<file path="src/rtl/riscv_pkg.sv">
// Shared RISC-V core definitions: widths, constants and the fetch queue entry.
package riscv_pkg;

    localparam int unsigned XLEN = 32;

    // addi x0, x0, 0
    localparam logic [XLEN-1:0] NOP_INSTR = 32'h0000_0013;

    localparam logic [XLEN-1:0] DEFAULT_RESET_PC = 32'h0000_0000;

    typedef struct packed {
        logic [XLEN-1:0] instr;
        logic [XLEN-1:0] pc;
    } fetch_entry_t;

    // Clear the byte offset of an address.
    function automatic logic [XLEN-1:0] word_align(input logic [XLEN-1:0] addr);
        return {addr[XLEN-1:2], 2'b00};
    endfunction

endpackage

</file>
<file path="src/rtl/instr_fifo.sv">
// Small synchronous FIFO of fetched {instr, pc} entries with flush.
// The caller never pushes when full or pops when empty.
module instr_fifo
    import riscv_pkg::*;
#(
    parameter int unsigned DEPTH = 2
) (
    input  logic                         clk,
    input  logic                         reset,
    input  logic                         push,
    input  fetch_entry_t                 push_entry,
    input  logic                         pop,
    input  logic                         flush,
    output fetch_entry_t                 head,
    output logic [$clog2(DEPTH+1)-1:0]   count
);

    localparam int unsigned PW = $clog2(DEPTH);
    localparam int unsigned CW = $clog2(DEPTH + 1);

    fetch_entry_t  mem_q [DEPTH];
    logic [PW-1:0] wr_ptr_q, wr_ptr_d;
    logic [PW-1:0] rd_ptr_q, rd_ptr_d;
    logic [CW-1:0] count_q, count_d;

    // Next pointers and occupancy; flush wins over push and pop.
    always_comb begin
        wr_ptr_d = wr_ptr_q;
        rd_ptr_d = rd_ptr_q;
        count_d  = count_q;
        if (flush) begin
            wr_ptr_d = '0;
            rd_ptr_d = '0;
            count_d  = '0;
        end else begin
            if (push) begin
                wr_ptr_d = wr_ptr_q + 1'b1;
            end
            if (pop) begin
                rd_ptr_d = rd_ptr_q + 1'b1;
            end
            case ({push, pop})
                2'b10:   count_d = count_q + 1'b1;
                2'b01:   count_d = count_q - 1'b1;
                default: count_d = count_q;
            endcase
        end
    end

    // Pointer and count registers.
    always_ff @(posedge clk or negedge reset) begin
        if (!reset) begin
            wr_ptr_q <= '0;
            rd_ptr_q <= '0;
            count_q  <= '0;
        end else begin
            wr_ptr_q <= wr_ptr_d;
            rd_ptr_q <= rd_ptr_d;
            count_q  <= count_d;
        end
    end

    // Entry storage; contents are only meaningful below count, so no reset.
    always_ff @(posedge clk) begin
        if (push && !flush) begin
            mem_q[wr_ptr_q] <= push_entry;
        end
    end

    assign head  = mem_q[rd_ptr_q];
    assign count = count_q;

endmodule

</file>
<file path="src/rtl/fetch_unit.sv">
// Instruction fetch front end: owns the PC, issues credit-limited in-order
// word reads, queues returned instructions for decode and squashes on redirect.
module fetch_unit
    import riscv_pkg::*;
#(
    parameter logic [XLEN-1:0] RESET_PC = DEFAULT_RESET_PC,
    parameter int unsigned     DEPTH    = 2
) (
    input  logic            clk,
    input  logic            reset,
    output logic            imem_req_valid,
    input  logic            imem_req_ready,
    output logic [XLEN-1:0] imem_req_addr,
    input  logic            imem_rsp_valid,
    input  logic [XLEN-1:0] imem_rsp_data,
    input  logic            redirect,
    input  logic [XLEN-1:0] redirect_pc,
    output logic            dec_valid,
    input  logic            dec_ready,
    output logic [XLEN-1:0] dec_instr,
    output logic [XLEN-1:0] dec_pc,
    output logic [XLEN-1:0] dec_pc_plus4
);

    localparam int unsigned  CW        = $clog2(DEPTH + 1);
    localparam logic [CW:0]  DEPTH_LIM = (CW + 1)'(DEPTH);

    logic [XLEN-1:0] fetch_pc_q, fetch_pc_d;
    logic [XLEN-1:0] rsp_pc_q, rsp_pc_d;
    logic [CW-1:0]   out_cnt_q, out_cnt_d;
    logic [CW-1:0]   drop_cnt_q, drop_cnt_d;

    logic [CW-1:0]   q_cnt;
    fetch_entry_t    q_head;
    fetch_entry_t    q_push_entry;
    logic            q_push;
    logic            deq;
    logic            credit;
    logic            req_fire;
    logic [CW:0]     occupancy;
    logic [XLEN-1:0] target_pc;

    assign target_pc = word_align(redirect_pc);

    // Handshakes: decode dequeue, request credit and response steering.
    always_comb begin
        dec_valid = (q_cnt != '0) && !redirect;
        deq       = dec_valid && dec_ready;
        // Slots committed after this cycle's dequeue; never exceeds DEPTH.
        occupancy = {1'b0, out_cnt_q} + {1'b0, q_cnt} - {{CW{1'b0}}, deq};
        credit    = occupancy < DEPTH_LIM;
        // Gating with reset keeps the request low while reset is held yet
        // lets the first request go out in the cycle reset is released.
        imem_req_valid = reset && credit && !redirect;
        imem_req_addr  = fetch_pc_q;
        req_fire       = imem_req_valid && imem_req_ready;
        // Responses for squashed requests, or arriving with a redirect, are dropped.
        q_push         = imem_rsp_valid && (drop_cnt_q == '0) && !redirect;
        q_push_entry   = '{instr: imem_rsp_data, pc: rsp_pc_q};
    end

    // Next state for the PCs, in-flight count and drop count.
    always_comb begin
        fetch_pc_d = fetch_pc_q;
        rsp_pc_d   = rsp_pc_q;
        drop_cnt_d = drop_cnt_q;
        case ({req_fire, imem_rsp_valid})
            2'b10:   out_cnt_d = out_cnt_q + 1'b1;
            2'b01:   out_cnt_d = out_cnt_q - 1'b1;
            default: out_cnt_d = out_cnt_q;
        endcase
        if (redirect) begin
            fetch_pc_d = target_pc;
            rsp_pc_d   = target_pc;
            // Everything still in flight after this cycle belongs to a dead
            // stream. out_cnt already counts earlier pending drops, so this is
            // the accumulated drop total and stays within DEPTH.
            drop_cnt_d = out_cnt_q - CW'(imem_rsp_valid);
        end else begin
            if (req_fire) begin
                fetch_pc_d = fetch_pc_q + 32'd4;
            end
            if (imem_rsp_valid) begin
                if (drop_cnt_q != '0) begin
                    drop_cnt_d = drop_cnt_q - 1'b1;
                end else begin
                    rsp_pc_d = rsp_pc_q + 32'd4;
                end
            end
        end
    end

    // Fetch state registers.
    always_ff @(posedge clk or negedge reset) begin
        if (!reset) begin
            fetch_pc_q <= RESET_PC;
            rsp_pc_q   <= RESET_PC;
            out_cnt_q  <= '0;
            drop_cnt_q <= '0;
        end else begin
            fetch_pc_q <= fetch_pc_d;
            rsp_pc_q   <= rsp_pc_d;
            out_cnt_q  <= out_cnt_d;
            drop_cnt_q <= drop_cnt_d;
        end
    end

    instr_fifo #(
        .DEPTH (DEPTH)
    ) u_fifo (
        .clk        (clk),
        .reset      (reset),
        .push       (q_push),
        .push_entry (q_push_entry),
        .pop        (deq),
        .flush      (redirect),
        .head       (q_head),
        .count      (q_cnt)
    );

    // Decode-side outputs; an empty queue shows the next expected PC.
    always_comb begin
        dec_instr    = dec_valid ? q_head.instr : NOP_INSTR;
        dec_pc       = (q_cnt != '0) ? q_head.pc : rsp_pc_q;
        dec_pc_plus4 = dec_pc + 32'd4;
    end

endmodule

</file>
<file path="config.mk">
export PLATFORM = sky130hd
export DESIGN_NAME = fetch_unit
export DESIGN_NICKNAME = d
export VERILOG_FILES = /design/src/rtl/riscv_pkg.sv /design/src/rtl/instr_fifo.sv /design/src/rtl/fetch_unit.sv
export SDC_FILE = /design/constraint.sdc
export NUM_CORES = 1
export LEC_CHECK = 0
export BUFFER_PORTS_ARGS = -buffer_cell sky130_fd_sc_hd__buf_2
export CORE_MARGIN = 4
export CORE_UTILIZATION = 50
export DETAILED_ROUTE_END_ITERATION = 10
export GPL_TIMING_DRIVEN = 0
export PLACE_DENSITY = 0.73
export RECOVER_POWER = 25
export SYNTH_ARGS = -nofsm -noshare
export SYNTH_HDL_FRONTEND = slang
export SYNTH_SLANG_ARGS = --single-unit
</file>
<file path="constraint.sdc">
create_clock -name clk -period 11.2 [get_ports clk]
set_input_delay 2.24 -clock clk [delete_from_list [all_inputs] [get_ports clk]]
set_output_delay 2.24 -clock clk [all_outputs]
set_load 0.02 [all_outputs]
</file>
==> impl_metrics.csv <==
group,metric,value,unit
run_status,outcome,"finished with violations",
run_status,violations,"capacitance limit, slew limit",
setup_path,critPathRequiredTime,8.96,ns
floorplanning,initial_core_util,51.6,%
synth,yosys.area.top_type,"edfxtp_1",
layout,n_fill_cell,1492,
layout,syn_to_final_growth,20.1,%
layout,seq_area,0.00543,mm2
synth,synth-warning-count,0,
setup_path,crit_path_max_fanout,70,
setup_path,crit_start,"reset",
setup_path,cp-end-kind,"output pin",
clock_tree,path_clk_slew,0.07,ns
clock_tree,cts_tree,"yes",
floorplanning,dieArea,0.0211,mm2
global_route,grt_pass1_vias,7044,
synth,avgSynthCellArea,11.6,um2
synth,synth_enable_flop_cells,124,
route,viasPerCell,5.59,
route,drtIter0Drc,492,
route,drtAntennaViolNets,0,
setup_path,worst_ep_arrival_time,6.33,ns
layout,final_cell_mix,"buf_2 (175), edfxtp_1 (124), nand2_1 (81)",
clock_tree,post_cts_resized,0,
synth,postSynthCellCount,808,
synth,synth_cell_type_count,55,
route,dr_wl_met3,1860,um
floorplanning,pin_count,200,
global_route,grt_max_degree,71,
setup_path,path_cells,"clkbuf_1, nand3_1, nor2_1, buf_2",
layout,nNetsFinal,1107,
clock_tree,numCtsBuffers,17,
setup_path,r2r_slack,7.07,ns
route,drt_wl_total,23700,um
place,dpl.hpwl,17600,um
synth,synth_flop_cell,"edfxtp_1",
route,highest_layer,"met4",
power_and_ir_drop,total_leakage_power,4.38,nW
power_and_ir_drop,vdd_drop_max,0.135,mV
setup_path,endpoint,"imem_req_valid",
layout,multi_input_area,0.00365,mm2
clock_tree,clock_latency,0.43,ns
sta,fmax,117,MHz
sta,rsz0062_at_grt,"no",
global_route,antenna_found_initial,0,
floorplanning,core,0.0182,mm2
sta,relSlewSlack,-147,%
layout,final_common_cell,"buf_2",
route,avgRoutedWirePerCell,18.6,um
sta,final.min_clock_period,8.57,ns
route,drt-met1-wl,10700,um
sta,hold-worst-slack,0.534,ns
synth,ys_async_sr_fraction,35.4,%
clock_tree,post_cts_buffers,0,
global_route,grt_pass1_wl,38400,um
route,wl_met2,10900,um
layout,diodes,0,
place,gp_congestion,0.895,
synth,syn-cell-area,0.00940,mm2
global_route,overflow,0,
setup_path,cpMaxStageDelayCell,"clkbuf_1",
sta,worst_slew_pin_slew,3.71,ns
floorplanning,rows,49,
floorplanning,die_w,145,um
route,vias,7103,
synth,synthDominantCellAreaShare,39.6,%
worst_hold_path,hold_class,"reg2reg",
clock_tree,clock-sinks,192,
sta,finalSetupViolations,0,
global_route,grtUsageTotal,22.6,%
setup_path,worstReg2RegEnd,"imem_req_addr[16]$_DFFE_PN0P_",
synth,synth_seq_cells,192,
setup_path,crit_path_start_kind,"input port",
synth,ys_seq_area_share,57.7,%
sta,slew_viol_final,71,
route,drt_first_pass_iters,5,
setup_path,slowest_delay,2.56,ns
clock_tree,clockBufferDepth,2,
setup_path,rr_startpoint,"u_fifo.count[0]$_DFFE_PN0P_",
sta,finClkSkew,0.0115,ns
floorplanning,die_y,145,um
sta,hold_violations,0,
setup_path,r2r_cells,15,
route,drc,0,
layout,drive_gt1_share,25.6,%
setup_path,worstSetupPathType,"in2out",
sta,post-route-period-util,76.5,%
clock_tree,cts-htree-levels,4,
synth,netlist_top_cells_area,"edfxtp_1 (40%), dfrtp_1 (18%), mux2i_1 (6.7%), xnor2_1 (4.0%), nand2_1 (3.2%)",
power_and_ir_drop,power_density,188,mW/mm2
clock_tree,hold_buffers,0,
sta,fin_tns_setup,0,ns
place,portBuffers,190,
clock_tree,cts_root_buf,"clkbuf_16",
job,maxCapViolCount,1,
-- where the power goes --
part	internal (mW)	total [mW]	switching [mW]
logic	0.240	0.663	0.423
registers	0.826	0.882	0.0560
clock network	0.296	0.578	0.283
-- area by class of cell --
type	count	area share [%]
clock buffers	17	3.77
plain buffers	39	2.01
inverters	34	1.13
clock inverters	15	1.30
repair buffers	196	8.86
well taps	229	2.54
multi-input cells	548	32.3
flip-flops and latches	192	48.1
-- worst min-delay path by stage --
stage,startpoint,endpoint,slack [ns],cells after the start
global placement,rsp_pc_q[31]$_DFFE_PN0P_,u_fifo.mem_q[0][31]$_DFFE_PP_,0.50,0
detailed placement,rsp_pc_q[31]$_DFFE_PN0P_,u_fifo.mem_q[0][31]$_DFFE_PP_,0.51,0
global route,rsp_pc_q[17]$_DFFE_PN0P_,u_fifo.mem_q[1][17]$_DFFE_PP_,0.56,0
floorplan,rsp_pc_q[17]$_DFFE_PN0P_,u_fifo.mem_q[0][17]$_DFFE_PP_,0.47,0
CTS,rsp_pc_q[31]$_DFFE_PN0P_,u_fifo.mem_q[0][31]$_DFFE_PP_,0.53,0
finish,rsp_pc_q[17]$_DFFE_PN0P_,u_fifo.mem_q[1][17]$_DFFE_PP_,0.53,0
-- state kept, by name, summed over array words and instances, names as in the netlist --
register         cells
drop_cnt_q           2
rsp_pc_q            30
u_fifo.rd_ptr_q      1
u_fifo.mem_q       124
imem_req_addr       30
out_cnt_q            2
u_fifo.count         2
u_fifo.wr_ptr_q      1
-- cell usage after synthesis (2+ instances only) --
cell / number
o211ai_1: 12
nor3_1: 22
xnor2_1: 43
nand3_1: 33
o311ai_0: 18
nand4_1: 13
nand2_1: 81
ha_1: 8
clkbuf_1: 19
inv_1: 33
and2_1: 4
mux2i_1: 63
buf_1: 3
a21oi_1: 20
o21ai_0: 33
buf_6: 3
a21oi_2: 8
nor4_1: 3
and4_1: 11
a31oi_1: 4
mux2_4: 2
buf_2: 3
nand2b_1: 4
dfrtp_1: 68
xor2_1: 28
nor2_1: 72
buf_8: 2
buf_4: 8
or2_2: 2
nor4_2: 4
or3_1: 3
edfxtp_1: 124
and3_1: 12
or4_1: 2
o21ai_1: 6
and3_2: 2
mux2_2: 14
-- routing by layer --
layer	track usage [%]	vias to the layer above
li1	-	3359
met1	32.5	3426
met2	35.7	301
met3	4.99	17
met4	4.94	0
met5	0	-
-- critical path, delay by kind of cell --
kind                   cells  cell delay [ns]
AND/OR/NAND/NOR            2             1.25
buffers and inverters      2             2.78
-- cell families (layout without fill, tap and decap cells) --
logic type / Yosys count / in the layout / share of synthesized area (%)
buffers and inverters: 73 / 301 / 3.77
DFF: 192 / 192 / 57.7
and+or+nand+nor: 278 / 278 / 14.7
AOI/OAI and AO/OA: 105 / 105 / 7.15
other: 1 / 6 / 0.0399
muxes: 79 / 79 / 8.70
adders and majority gates: 9 / 9 / 1.28
xor gates and xnor gates: 71 / 71 / 6.61
-- through the flow --
step	utilization [%]	instances	total power, mW	setup WS [ns]	area (um2)
floorplan	-	813	1.34	3.56	9420
global placement	58.5	1232	1.55	0.673	10700
detailed placement	59.0	1238	1.56	3.52	10700
CTS	62.1	1270	2.14	3.50	11300
global route	62.0	1270	2.23	1.74	11300
finish	62.0	1270	2.12	2.63	11300
Note: power is estimated with default switching activity, not from simulation.
